===== src/rtl/mant_mul_seq.sv =====
// Sequential MANT_W x MANT_W mantissa multiplier: four half-width partial products
// are issued to one shared multiplier and accumulated once its pipeline delivers them.
module mant_mul_seq #(
  parameter int unsigned MANT_W  = 24,
  parameter int unsigned MUL_W   = 18,
  parameter int unsigned MUL_LAT = 1
) (
  input  logic                  clk,
  input  logic                  rst,
  input  logic                  start,
  input  logic [MANT_W-1:0]     a,
  input  logic [MANT_W-1:0]     b,
  output logic                  busy,
  output logic                  done,
  output logic [2*MANT_W-1:0]   product,
  output logic [MUL_W-1:0]      mul_a,
  output logic [MUL_W-1:0]      mul_b,
  input  logic [2*MUL_W-1:0]    mul_p
);

  localparam int unsigned HALF  = MANT_W / 2;
  localparam int unsigned PP_W  = 2 * HALF;
  localparam int unsigned ACC_W = 2 * MANT_W;

  typedef enum logic [1:0] {
    S_IDLE,
    S_ISSUE,
    S_WAIT
  } state_t;

  state_t              r_state;
  logic [1:0]          r_k;
  logic [MANT_W-1:0]   r_a;
  logic [MANT_W-1:0]   r_b;
  logic [ACC_W-1:0]    r_acc;
  logic [ACC_W-1:0]    r_product;
  logic [MUL_W-1:0]    r_mul_a;
  logic [MUL_W-1:0]    r_mul_b;
  logic                r_busy;
  logic                r_done;
  logic                r_tag_v [MUL_LAT];
  logic [1:0]          r_tag_k [MUL_LAT];

  state_t              w_state_nx;
  logic [1:0]          w_k_nx;
  logic [MANT_W-1:0]   w_a_nx;
  logic [MANT_W-1:0]   w_b_nx;
  logic [ACC_W-1:0]    w_acc_nx;
  logic [ACC_W-1:0]    w_product_nx;
  logic [MUL_W-1:0]    w_mul_a_nx;
  logic [MUL_W-1:0]    w_mul_b_nx;
  logic                w_busy_nx;
  logic                w_done_nx;
  logic                w_push_v;
  logic [1:0]          w_push_k;
  logic                w_tag_v;
  logic [1:0]          w_tag_k;
  logic [PP_W-1:0]     w_pp;
  logic [ACC_W-1:0]    w_term;
  logic [HALF-1:0]     w_half_a;
  logic [HALF-1:0]     w_half_b;

  assign w_tag_v = r_tag_v[MUL_LAT-1];
  assign w_tag_k = r_tag_k[MUL_LAT-1];
  assign w_pp    = mul_p[PP_W-1:0];

  // Upper multiplier output bits cannot be non-zero for half-width operands.
  if (MUL_W > HALF) begin : g_mul_p_hi
    logic w_unused_mul_p;
    assign w_unused_mul_p = ^mul_p[2*MUL_W-1:PP_W];
  end

  // k[1] picks the A half, k[0] picks the B half: (L,L) (L,H) (H,L) (H,H).
  assign w_half_a = r_k[1] ? r_a[MANT_W-1:HALF] : r_a[HALF-1:0];
  assign w_half_b = r_k[0] ? r_b[MANT_W-1:HALF] : r_b[HALF-1:0];

  always_comb begin
    w_term = ACC_W'(w_pp);
    unique case (w_tag_k)
      2'd0:    w_term = ACC_W'(w_pp);
      2'd3:    w_term = ACC_W'(w_pp) << PP_W;
      default: w_term = ACC_W'(w_pp) << HALF;
    endcase
  end

  // Next-state and registered-output logic.
  always_comb begin
    w_state_nx   = r_state;
    w_k_nx       = r_k;
    w_a_nx       = r_a;
    w_b_nx       = r_b;
    w_acc_nx     = r_acc;
    w_product_nx = r_product;
    w_mul_a_nx   = '0;
    w_mul_b_nx   = '0;
    w_busy_nx    = r_busy;
    w_done_nx    = 1'b0;
    w_push_v     = 1'b0;
    w_push_k     = r_k;

    if (w_tag_v) begin
      w_acc_nx = r_acc + w_term;
    end

    unique case (r_state)
      S_IDLE: begin
        if (start) begin
          w_a_nx     = a;
          w_b_nx     = b;
          w_acc_nx   = '0;
          w_k_nx     = 2'd0;
          w_busy_nx  = 1'b1;
          w_state_nx = S_ISSUE;
        end
      end
      S_ISSUE: begin
        w_mul_a_nx = MUL_W'(w_half_a);
        w_mul_b_nx = MUL_W'(w_half_b);
        w_push_v   = 1'b1;
        w_push_k   = r_k;
        w_k_nx     = 2'(r_k + 2'd1);
        if (r_k == 2'd3) begin
          w_state_nx = S_WAIT;
        end
      end
      S_WAIT: begin
        if (w_tag_v && (w_tag_k == 2'd3)) begin
          w_product_nx = r_acc + w_term;
          w_done_nx    = 1'b1;
          w_busy_nx    = 1'b0;
          w_state_nx   = S_IDLE;
        end
      end
      default: begin
        w_state_nx = S_IDLE;
      end
    endcase
  end

  always_ff @(posedge clk or posedge rst) begin
    if (rst) begin
      r_state   <= S_IDLE;
      r_k       <= '0;
      r_a       <= '0;
      r_b       <= '0;
      r_acc     <= '0;
      r_product <= '0;
      r_mul_a   <= '0;
      r_mul_b   <= '0;
      r_busy    <= 1'b0;
      r_done    <= 1'b0;
      for (int i = 0; i < int'(MUL_LAT); i++) begin
        r_tag_v[i] <= 1'b0;
        r_tag_k[i] <= '0;
      end
    end else begin
      r_state   <= w_state_nx;
      r_k       <= w_k_nx;
      r_a       <= w_a_nx;
      r_b       <= w_b_nx;
      r_acc     <= w_acc_nx;
      r_product <= w_product_nx;
      r_mul_a   <= w_mul_a_nx;
      r_mul_b   <= w_mul_b_nx;
      r_busy    <= w_busy_nx;
      r_done    <= w_done_nx;
      // Tag pipeline mirrors the multiplier latency so each mul_p is paired with its k.
      r_tag_v[0] <= w_push_v;
      r_tag_k[0] <= w_push_k;
      for (int i = 1; i < int'(MUL_LAT); i++) begin
        r_tag_v[i] <= r_tag_v[i-1];
        r_tag_k[i] <= r_tag_k[i-1];
      end
    end
  end

  assign busy    = r_busy;
  assign done    = r_done;
  assign product = r_product;
  assign mul_a   = r_mul_a;
  assign mul_b   = r_mul_b;

endmodule


===== config.mk =====
export PLATFORM = sky130hd
export DESIGN_NAME = mant_mul_seq
export DESIGN_NICKNAME = d
export VERILOG_FILES = /design/src/rtl/mant_mul_seq.sv
export SDC_FILE = /design/constraint.sdc
export NUM_CORES = 1
export LEC_CHECK = 0
export CAP_MARGIN = 10
export CORE_ASPECT_RATIO = 0.5
export CORE_MARGIN = 8
export CORE_UTILIZATION = 51
export CTS_CLUSTER_DIAMETER = 60
export DETAILED_ROUTE_END_ITERATION = 8
export PLACE_DENSITY_LB_ADDON = 0.2
export SETUP_SLACK_MARGIN = 0.2
export SYNTH_ARGS = -nofsm -noshare
export SYNTH_HDL_FRONTEND = slang
export SYNTH_SLANG_ARGS = --single-unit

===== constraint.sdc =====
create_clock -name clk -period 6.6 [get_ports clk]
set_input_delay 0.66 -clock clk [delete_from_list [all_inputs] [get_ports clk]]
set_output_delay 0.66 -clock clk [all_outputs]
set_load 0.01 [all_outputs]

==> Yosys cells after proc, flatten, opt, wreduce, memory -nomap -nowiden <==
Index checks and enable logic that the tools add are counted.
W data, S select, Z words.
{ "classes": {"addsub": 2, "eq_ne": 7, "mux": 20, "reduce_logical": 10} }
{ "ops": {"columns": ["op", "n"], "rows": [
  ["$mux W48", 3],
  ["$pmux W48 S2", 1],
  ["$add A48 B48 Y48", 1],
  ["$mux W12", 4],
  ["$mux W2", 4],
  ["$eq A2 B2 Y1 const B", 3],
  ["$ne A2 B2 Y1 const B", 3],
  ["$pmux W2 S3", 1],
  ["$reduce_and A2 Y1", 3],
  ["$reduce_and A3 Y1", 2],
  ["$mux W1", 5],
  ["$logic_not A2 Y1", 2],
  ["$pmux W2 S2", 1],
  ["$reduce_bool A2 Y1", 2],
  ["$add A2 B1 Y2 const B", 1],
  ["$eq A2 B1 Y1 const B", 1],
  ["$pmux W1 S2", 1],
  ["$logic_and A1 B1 Y1", 1]
]} }
{ "totals": {"reg_bits": 189, "in_bits": 87, "word_cells": 51} }

==> Depth between registers and ports, before layout <==
Gate-level depths: netlist of run 1.
{ "depth": {"depth_word": 6, "mapped_depth": 18, "depth_no_buf": 16} }

==> Least setup slack after synthesis of run 1 <==
Ideal clock, no wire load.
{ "synth_timing": {"path_type": "register to register", "from": "reg r_tag_k[0] (netlist bit)", "to": "reg r_acc[43]", "arrival_time_ps": 3593, "required_time_ps": 6473, "path_slack_ps": 2880, "stages_incl_launch_ff": 18, "n_path_buf": 3, "path_cell_list": "dfrtp_1 -> inv_1 -> ha_1 -> clkbuf_1 -> clkbuf_1 -> o21ai_0 -> ha_1 -> clkbuf_1 -> nand2_1 -> or3_1 -> a21o_1 -> a21oi_2 -> nor2_2 -> o211a_4 -> nor3_4 -> o211ai_1 -> a211oi_1 -> nor3_2"} }
{ "synth_between": {"elab_chain_cells": 6, "word_cells_on_any_way": 7, "cone_classes": "add/sub: 1; eq/ne: 1; mux: 4; reduce/logical: 1"} }
{ "synth_rtl": {"columns": ["element", "line", "text"], "rows": [
  ["from (decl)", "42", "logic [1:0] r_tag_k [MUL_LAT];"],
  ["from (signal, indexed assignment)", "172", "r_tag_k[i] <= r_tag_k[i-1];"],
  ["$eq A2 B2 Y1 or $logic_not A2 Y1 (tied branches)", "79", "unique case (w_tag_k)"],
  ["$pmux W48 S2 *", "79", null],
  ["$add A48 B48 Y48 *", "102", "w_acc_nx = r_acc + w_term;"],
  ["$mux W48 *", "101", "if (w_tag_v) begin"],
  ["$mux W48", "107", "if (start) begin"],
  ["$mux W48 *", "105", "unique case (r_state)"],
  ["net w_acc_nx[43]", "48", "logic [ACC_W-1:0] w_acc_nx;"],
  ["to (signal assigned)", "161", "r_acc <= w_acc_nx;"],
  ["to (decl)", "35", "logic [ACC_W-1:0] r_acc;"]
]} }
Mark *: on every way through the listed nets, which the timed path passes. The rest lies on a longest branch.
A chain may end at the register's enable or synchronous reset.

==> Final worst setup path of run 1 <==
{ "layout_timing": {"from": "reg r_tag_k[0] (netlist bit)", "to": "reg r_acc[40]"} }
The elaborated chain is that of the path after synthesis.

==> qor.csv, run 1 <==
metric;value;unit
status;completed;
vias;8517;
worst slack, placed;1470;ps
core area;19500;um2
leading cell type in the layout, fill and taps excluded;nand2_1;
Finished Layout Cells;1546;
Die H;116;um
final instance area;12300;um2
Buf+Inv Stages, Crit Path;1;
gpl congestion;0.951;
initial antenna violation count;0;
Hold Crit Class;reg2reg;
hold buffer count at cts;0;
leakage dissipation;5.90;nW
yosys warns;0;
cell family with most CP delay;compound AO/OA/AOI/OAI gates;
Initial Util;0.520;
Synth Instances;1164;
Hold Fails Final Rpt;0;
Seq cells post-synth;177;
vias in the first global route;8526;
largest family of logic cells by synthesized area;simple AND/OR/NAND/NOR gates;
top post-synthesis cells by area;dfrtp_1 44%, nand2_1 11%, ha_1 6.3%;
fin. max-slew vios;0;
Port Buffers;148;
share of cells above drive strength 1;0.0438;
Slowest cell on crit path;ha_1;
Max Clock Skew;10.2;ps
antenna viol nets, final;0;
Register Area;4430;um2
RSZ-0062 raised after global routing;no;
adder-cell share of the synthesized area;0.0650;
final core utilization;0.630;
XOR/XNOR share of the synthesized area;0.0363;
Post-synth ARST share;1.00;
GRT Util Overall;0.213;
number of enable flip-flop cells after synthesis;0;
CTS clock-pin slew for the worst setup and hold paths;70;ps
most frequent cells in the layout;284 x nand2_1, 177 x dfrtp_1, 148 x clkdlybuf4s50_1;
I/O pin total;173;
Avg WL per Cell;17.3;um
DIE AREA;24900;um2
commonest register cell after synthesis;dfrtp_1;
CP max stage delay;880;ps
mux share of post-synthesis cell area;0.0347;
fillers;1691;
final setup TNS;0;ps
placed cell areas;11700;um2
via-per-instance ratio;5.51;
max_cap viols;0;
area occupied by multi-input gates;5320;um2
pwr dens;516;nW/um2
Peak Freq;193;MHz
measured slew at the worst slew-check pin;1030;ps
post-synthesis sequential area ratio;0.438;
largest net degree at the start of global routing;115;
final worst setup slack;1420;ps
Area Overhead vs Synth;21.1;%
peak supply drop;0.187;mV
period utilization;0.784;
Die Wd;215;um
Unique masters post-synth;68;
CTS tree;done;
clock root buffer;clkbuf_16;
placed cell count;1515;
Total Power;6.33;mW
CTS Buf Count;17;
Compound-Gate Fraction of Synth Area;0.167;
Post-route DRC;0;
crit path DAT;5500;ps
Crit Path Class;reg2reg;
fin crit period;5180;ps
CP most frequent cell;ha_1;
# resized after CTS;0;
Final nets;1407;
syn_area_per_cell;8.69;um2
Sinks on Clock Net;177;
Critical Path Fanout Max;38;
worst relative slew slack;0.316;
Post-Route WL;26700;um
Mapped Area;10100;um2
worst hold margin;473;ps
simple-gate area share of the yosys netlist;0.216;
Worst Path Required;6920;ps
final setup vio count;0;
clock buffer depth;2;
Final HPWL DP;19300;um
post-synth top area share;0.438;
crit-path cells;inv_1 -> ha_1 -> nor2b_1 -> and2_1 -> ha_1 -> fa_1 -> a21o_1 -> a21oi_2 -> o21ai_2 -> a221o_1 -> or3_4 -> a31oi_4 -> o31ai_1 -> a31oi_2 -> nor3b_1 -> nor3_1;
cell row count;36;
global-route wire length before repair;43000;um
drt pass-1 iters;6;
later-pin clock latency in the skew report;440;ps
crit start category;flop;
gr ovfl total;0;
Diodes inserted;0;
CTS H-Tree Depth;4;
Yosys top cell by area;dfrtp_1;
crit path capture type;flop;
# Post-CTS Setup Buffers;0;
drt first-iter violations;492;
[path summary, 6_finish.rpt]
check                                startpoint                       to  slack [ps]  depth (start not counted)
hold / removal               r_b[5]$_DFFE_PP0P_       r_b[5]$_DFFE_PP0P_         470                          2
setup / recovery           r_tag_k[0]$_DFF_PP0_      r_acc[40]$_DFF_PP0_        1420                         16
hold reg to reg              r_b[5]$_DFFE_PP0P_       r_b[5]$_DFFE_PP0P_         470                          2
min in group asynchronous                   rst       mul_b[2]$_DFF_PP0_         810                          2
setup reg to reg           r_tag_k[0]$_DFF_PP0_      r_acc[40]$_DFF_PP0_        1420                         16
max in group asynchronous                   rst  product[26]$_DFFE_PP0P_        4370                          3
[sequential cells by signal, summed over array words and instances, names as in the netlist, 2 cells and up]
| register | count |
|---|---|
| mul_a | 12 |
| mul_b | 12 |
| product | 48 |
| r_a | 24 |
| r_acc | 48 |
| r_b | 24 |
| r_k | 2 |
| r_state | 2 |
| r_tag_k | 2 |
[synthesized netlist by cell type, types with 3 or more instances]
library cell,instances
buf_1,10
nor3_1,10
nand4_1,9
inv_1,22
o21a_1,4
nor2b_1,11
a211oi_1,4
xnor2_1,21
o21ai_1,23
a211o_1,5
and2_1,47
nand2_1,284
o21ai_0,88
and4_1,3
nand2b_1,5
and3_1,11
a22o_1,13
o21bai_1,10
a31oi_1,5
nand3_1,25
clkbuf_1,58
mux2i_1,34
a21o_1,35
ha_1,51
nor3b_1,3
nor2_1,56
xor2_1,21
buf_4,12
dfrtp_1,177
a41oi_1,3
a21oi_1,57
[worst reg2reg max path: stages, from the launching register on]
cell and delay (ps):
dfrtp_1 350, inv_1 50, ha_1 880, nor2b_1 400
and2_1 300, ha_1 210, fa_1 410, a21o_1 190
a21oi_2 210, o21ai_2 150, a221o_1 410, or3_4 430
a31oi_4 280, o31ai_1 200, a31oi_2 280, nor3b_1 230
nor3_1 90
[routing by layer]
| layer | global-route usage | vias up | wire (um) |
|---|---|---|---|
| met5 | 0 | - | 0 |
| met4 | 0.0745 | 0 | 550 |
| met3 | 0.0461 | 39 | 1310 |
| met2 | 0.358 | 233 | 12400 |
| met1 | 0.271 | 4095 | 12400 |
| li1 | - | 4150 | - |
[logic make-up (layout without fill, tap and decap cells)]
kind of cell,count (synthesis),in the layout
muxes,35,35
and+or+nand+nor,482,482
adders and majority gates,52,52
buffers and inverters,104,209
other,1,12
AOI/OAI and AO/OA,271,271
xor gates and xnor gates,42,42
DFF,177,177
[area by class of cell]
| cell class | instances | area share |
|---|---|---|
| Clock inverter | 10 | 0.00816 |
| Clock buffer | 21 | 0.0376 |
| Multi-Input combinational cell | 894 | 0.434 |
| Tap cell | 266 | 0.0271 |
| Inverter | 24 | 0.00776 |
| Sequential cell | 177 | 0.361 |
| Timing Repair Buffer | 154 | 0.125 |
[power by group]
group | switching, mW | internal [mW] | leakage (nW)
logic | 2.02 | 1.48 | 3.40
registers | 0.296 | 1.56 | 2.23
clock network | 0.440 | 0.542 | 0.274
Power figures use the tool's default switching activity.
==> inputs of run 2 (changes only) <==
==> constraint.sdc (replaced) <==
create_clock -name clk -period 5.25 [get_ports clk]
set_input_delay 0.525 -clock clk [delete_from_list [all_inputs] [get_ports clk]]
set_output_delay 0.525 -clock clk [all_outputs]
set_load 0.01 [all_outputs]
==> qor.csv, run 2 (synthesis results as in run 1) <==
metric;value;unit;change
Clk pwr share;0.160;;was 0.155
CTS tree;done;;unchanged
Hold Fails Final Rpt;0;;unchanged
I/O pin total;173;;unchanged
Die Wd;215;um;unchanged
DIE AREA;24900;um2;unchanged
core area;19500;um2;unchanged
status;completed;;unchanged
# resized after CTS;0;;unchanged
Worst Path Required;5530;ps;was 6920 ps
Initial Util;0.520;;unchanged
P_int;4.51;mW;was 3.57 mW
drt pass-1 iters;8;;was 6
Post-Route WL;26400;um;was 26700 um
fin crit period;4530;ps;was 5180 ps
Psw;3.50;mW;was 2.75 mW
vias;8471;;was 8517
hold buffer count at cts;0;;unchanged
measured slew at the worst slew-check pin;920;ps;was 1030 ps
final worst setup slack;720;ps;was 1420 ps
placed cell areas;11700;um2;about the same
clock root buffer;clkbuf_16;;unchanged
Switching Share;0.436;;was 0.435
pwr dens;649;nW/um2;was 516 nW/um2
CTS clock-pin slew for the worst setup and hold paths;70;ps;about the same
vias in the first global route;8396;;was 8526
Port Buffers;148;;unchanged
peak supply drop;0.297;mV;was 0.187 mV
leading cell type in the layout, fill and taps excluded;nand2_1;;unchanged
drt first-iter violations;665;;was 492
crit path capture type;flop;;unchanged
crit start category;flop;;unchanged
crit-path cells;inv_1 -> ha_1 -> nor2b_1 -> and2_1 -> ha_1 -> a21o_1 -> a21oi_2 -> o21ai_2 -> a221o_1 -> or3_4 -> a31oi_4 -> o21ai_1 -> a31oi_1 -> xor2_1 -> o21ai_1;;was inv_1 -> ha_1 -> nor2b_1 -> and2_1 -> ha_1 -> fa_1 -> a21o_1 -> a21oi_2 -> o21ai_2 -> a221o_1 -> or3_4 -> a31oi_4 -> o31ai_1 -> a31oi_2 -> nor3b_1 -> nor3_1
Slowest cell on crit path;nor2b_1;;was ha_1
Avg WL per Cell;17.0;um;was 17.3 um
gr ovfl total;0;;unchanged
sequential cell fraction of total power;0.290;;was 0.293
Post-route DRC;0;;unchanged
Final HPWL DP;19100;um;was 19300 um
final setup TNS;0;ps;unchanged
Diodes inserted;0;;unchanged
worst relative slew slack;0.387;;was 0.316
most frequent cells in the layout;284 x nand2_1, 177 x dfrtp_1, 148 x clkdlybuf4s50_1;;unchanged
RSZ-0062 raised after global routing;no;;unchanged
fin. max-slew vios;0;;unchanged
final core utilization;0.634;;was 0.630
cell row count;36;;unchanged
combinational power share;0.551;;was 0.552
max_cap viols;0;;unchanged
Crit Path Class;reg2reg;;unchanged
fillers;1687;;was 1691
Die H;116;um;unchanged
period utilization;0.863;;was 0.784
cell family with most CP delay;compound AO/OA/AOI/OAI gates;;unchanged
crit path DAT;4810;ps;was 5500 ps
Sinks on Clock Net;177;;unchanged
final instance area;12300;um2;about the same
largest net degree at the start of global routing;178;;was 115
Area Overhead vs Synth;21.9;%;was 21.1%
Hold Crit Class;reg2reg;;unchanged
antenna viol nets, final;0;;unchanged
via-per-instance ratio;5.46;;was 5.51
clock buffer depth;2;;unchanged
later-pin clock latency in the skew report;430;ps;was 440 ps
global-route wire length before repair;43100;um;was 43000 um
CTS H-Tree Depth;4;;unchanged
leakage dissipation;5.93;nW;was 5.90 nW
final setup vio count;0;;unchanged
GRT Util Overall;0.213;;about the same
Total Power;8.01;mW;was 6.33 mW
CTS Buf Count;17;;unchanged
Peak Freq;221;MHz;was 193 MHz
worst slack, placed;800;ps;was 1470 ps
CP max stage delay;620;ps;was 880 ps
Buf+Inv Stages, Crit Path;1;;unchanged
Max Clock Skew;10.9;ps;was 10.2 ps
initial antenna violation count;0;;unchanged
# Post-CTS Setup Buffers;0;;unchanged
Final nets;1412;;was 1407
gpl congestion;0.958;;was 0.951
area occupied by multi-input gates;5320;um2;unchanged
share of cells above drive strength 1;0.0490;;was 0.0438
Register Area;4430;um2;unchanged
Critical Path Fanout Max;13;;was 38
## run 2: path summary, 6_finish.rpt
| path | start | to | slack, ps | cells past startpoint |
|---|---|---|---|---|
| worst max-delay path | r_tag_k[0]$_DFF_PP0_ | product[46]$_DFFE_PP0P_ | 720 | 15 |
| worst min-delay path | r_b[10]$_DFFE_PP0P_ | r_b[10]$_DFFE_PP0P_ | 470 | 2 |
| worst max register to register | r_tag_k[0]$_DFF_PP0_ | product[46]$_DFFE_PP0P_ | 720 | 15 |
| worst min register to register | r_b[10]$_DFFE_PP0P_ | r_b[10]$_DFFE_PP0P_ | 470 | 2 |
| max in group asynchronous | rst | r_a[8]$_DFFE_PP0P_ | 3870 | 3 |
| min in group asynchronous | rst | product[41]$_DFFE_PP0P_ | 720 | 3 |
## run 2: layout make-up
| cell class | instances | area share |
|---|---|---|
| multi-input cells | 894 | 0.431 |
| clock buffers | 19 | 0.0359 |
| well taps | 266 | 0.0270 |
| clock inverters | 13 | 0.0119 |
| inverters | 24 | 0.00761 |
| repair buffers | 159 | 0.128 |
| flip-flops and latches | 177 | 0.359 |
## run 2: layer usage
metal / vias to the layer above / share of wire / GRT usage
met1: 4058 / 0.46 / 0.283
met5: - / 0 / 0
li1: 4176 / - / -
met4: 0 / 0.016 / 0.0596
met2: 202 / 0.47 / 0.352
met3: 35 / 0.047 / 0.0419
## run 2: power groups by stage
stage,clock (mW),sequential (mW),combinational [mW]
floorplan,0,2.33,2.98
global placement,0,2.32,4.28
detailed placement,0,2.34,4.38
CTS,1.30,2.33,4.41
global route,1.36,2.39,4.89
finish,1.28,2.32,4.41
## run 2: through the flow
stage / hold WS, ps / std cells
global placement: 457 / 1520
finish: 474 / 1552
floorplan: 376 / 1175
CTS: 478 / 1552
detailed placement: 461 / 1520
global route: 494 / 1552
## run 2: tightest hold or removal path: stages (launching register included)
cell,delay [ps]
dfrtp_1,340
nand2_1,50
nand2_1,50
==> inputs of run 3 (changes only) <==
--- a/config.mk
+++ b/config.mk
@@ -7,7 +7,6 @@
 export LEC_CHECK = 0
 export CAP_MARGIN = 10
 export CORE_ASPECT_RATIO = 0.5
-export CORE_MARGIN = 8
 export CORE_UTILIZATION = 51
 export CTS_CLUSTER_DIAMETER = 60
 export DETAILED_ROUTE_END_ITERATION = 8
==> qor.csv, run 3 (synthesis results as in run 1) <==
metric;value;unit;change
CTS clock-pin slew for the worst setup and hold paths;80;ps;was 70 ps
Initial Util;0.535;;was 0.520
Hold Fails Final Rpt;0;;unchanged
final setup vio count;0;;unchanged
core area;18900;um2;was 19500 um2
CTS tree;done;;unchanged
share of cells above drive strength 1;0.0505;;was 0.0490
clock root buffer;clkbuf_16;;unchanged
leading cell type in the layout, fill and taps excluded;nand2_1;;unchanged
Avg WL per Cell;16.4;um;was 17.0 um
hold buffer count at cts;0;;unchanged
worst relative slew slack;0.317;;was 0.387
crit path DAT;4920;ps;was 4810 ps
Sinks on Clock Net;177;;unchanged
leakage dissipation;5.93;nW;about the same
Max Clock Skew;15.7;ps;was 10.9 ps
initial antenna violation count;0;;unchanged
later-pin clock latency in the skew report;440;ps;was 430 ps
drt first-iter violations;475;;was 665
most frequent cells in the layout;284 x nand2_1, 177 x dfrtp_1, 148 x clkdlybuf4s50_1;;unchanged
period utilization;0.877;;was 0.863
Final nets;1413;;was 1412
r2r setup slk;650;ps;was 720 ps
gpl congestion;0.938;;was 0.958
final setup TNS;0;ps;unchanged
Die H;102;um;was 116 um
crit path capture type;flop;;unchanged
Total Power;7.97;mW;was 8.01 mW
I/O pin total;173;;unchanged
FF-to-FF path depth;15;;unchanged
DIE AREA;20400;um2;was 24900 um2
peak supply drop;0.287;mV;was 0.297 mV
Crit Path Class;reg2reg;;unchanged
Worst R2R Start;r_tag_k[0]$_DFF_PP0_;;unchanged
status;completed;;unchanged
final worst setup slack;645;ps;was 720 ps
largest net degree at the start of global routing;105;;was 178
drt pass-1 iters;5;;was 8
Critical Path Fanout Max;13;;unchanged
Peak Freq;217;MHz;was 221 MHz
clock buffer depth;2;;unchanged
cell row count;35;;was 36
Port Buffers;148;;unchanged
antenna viol nets, final;0;;unchanged
fin. max-slew vios;0;;unchanged
Diodes inserted;0;;unchanged
Die Wd;201;um;was 215 um
# Post-CTS Setup Buffers;0;;unchanged
Final HPWL DP;18100;um;was 19100 um
pwr dens;647;nW/um2;was 649 nW/um2
fin crit period;4600;ps;was 4530 ps
CTS Buf Count;17;;unchanged
Post-route DRC;0;;unchanged
crit start category;flop;;unchanged
Area Overhead vs Synth;21.8;%;was 21.9%
max_cap viols;0;;unchanged
worst slack, placed;728;ps;was 800 ps
Worst Path Required;5560;ps;was 5530 ps
vias;8462;;was 8471
GRT Util Overall;0.257;;was 0.213
via-per-instance ratio;5.47;;was 5.46
Hold Crit Class;in2async;;was reg2reg
# resized after CTS;0;;unchanged
RSZ-0062 raised after global routing;no;;unchanged
measured slew at the worst slew-check pin;1020;ps;was 920 ps
worst hold margin;462;ps;was 474 ps
vias in the first global route;8169;;was 8396
Post-Route WL;25300;um;was 26400 um
global-route wire length before repair;41500;um;was 43100 um
gr ovfl total;0;;unchanged
Worst R2R End;r_acc[40]$_DFF_PP0_;;was product[46]$_DFFE_PP0P_
CTS H-Tree Depth;4;;unchanged
[run 3: area by class of cell]
class                      count  area [um2]
clock buffer                  18         439
inverter                      24        93.8
sequential                   177        4430
multi-input combinational    894        5320
clock inverter                14         140
timing repair buffer         160        1580
tap                          259         324
fill                        1642        6590
[run 3: worst max-delay path: stages (launching register included)]
cell	delay (ps)
dfrtp_1	380
inv_1	60
ha_1	370
nor2b_1	680
and2_1	240
ha_1	280
a21o_1	210
a21oi_2	200
o21ai_2	140
a221o_1	390
or3_4	430
a31oi_4	280
o31ai_1	200
a31oi_2	280
nor3b_1	240
nor3_1	90
[run 3: layer usage]
metal / vias to the layer above / share of wire / track usage / routed length (um)
li1: 4162 / - / - / -
met1: 4054 / 0.47 / 0.357 / 12000
met2: 215 / 0.46 / 0.411 / 11600
met3: 31 / 0.050 / 0.0441 / 1280
met4: 0 / 0.020 / 0.0909 / 498
met5: - / 0 / 0 / 0
[run 3: worst max-delay path by stage]
| stage | start | endpoint | cells past startpoint | slack (ps) |
|---|---|---|---|---|
| 2_1_floorplan | r_tag_k[0]$_DFF_PP0_ | r_acc[43]$_DFF_PP0_ | 17 | 1530 |
| 3_3_place_gp | r_tag_k[0]$_DFF_PP0_ | product[46]$_DFFE_PP0P_ | 15 | 910 |
| 3_5_place_dp | r_tag_k[0]$_DFF_PP0_ | r_acc[40]$_DFF_PP0_ | 15 | 730 |
| 4_1_cts | r_tag_k[0]$_DFF_PP0_ | r_acc[40]$_DFF_PP0_ | 15 | 720 |
| 5_1_grt | r_tag_k[0]$_DFF_PP0_ | r_acc[40]$_DFF_PP0_ | 15 | 360 |
| 6_report | r_tag_k[0]$_DFF_PP0_ | r_acc[40]$_DFF_PP0_ | 15 | 650 |
[run 3: power breakdown]
part	switching [mW]	internal [mW]
Combinational	2.52	1.87
Clock	0.609	0.644
Sequential	0.371	1.96
[run 3: metrics by stage]
step                area [um2]   util  cells
global route             12300  0.652   1546
detailed placement       11700  0.621   1514
finish                   12300  0.652   1546
CTS                      12300  0.652   1546
floorplan                10200      -   1175
global placement         11700  0.621   1514
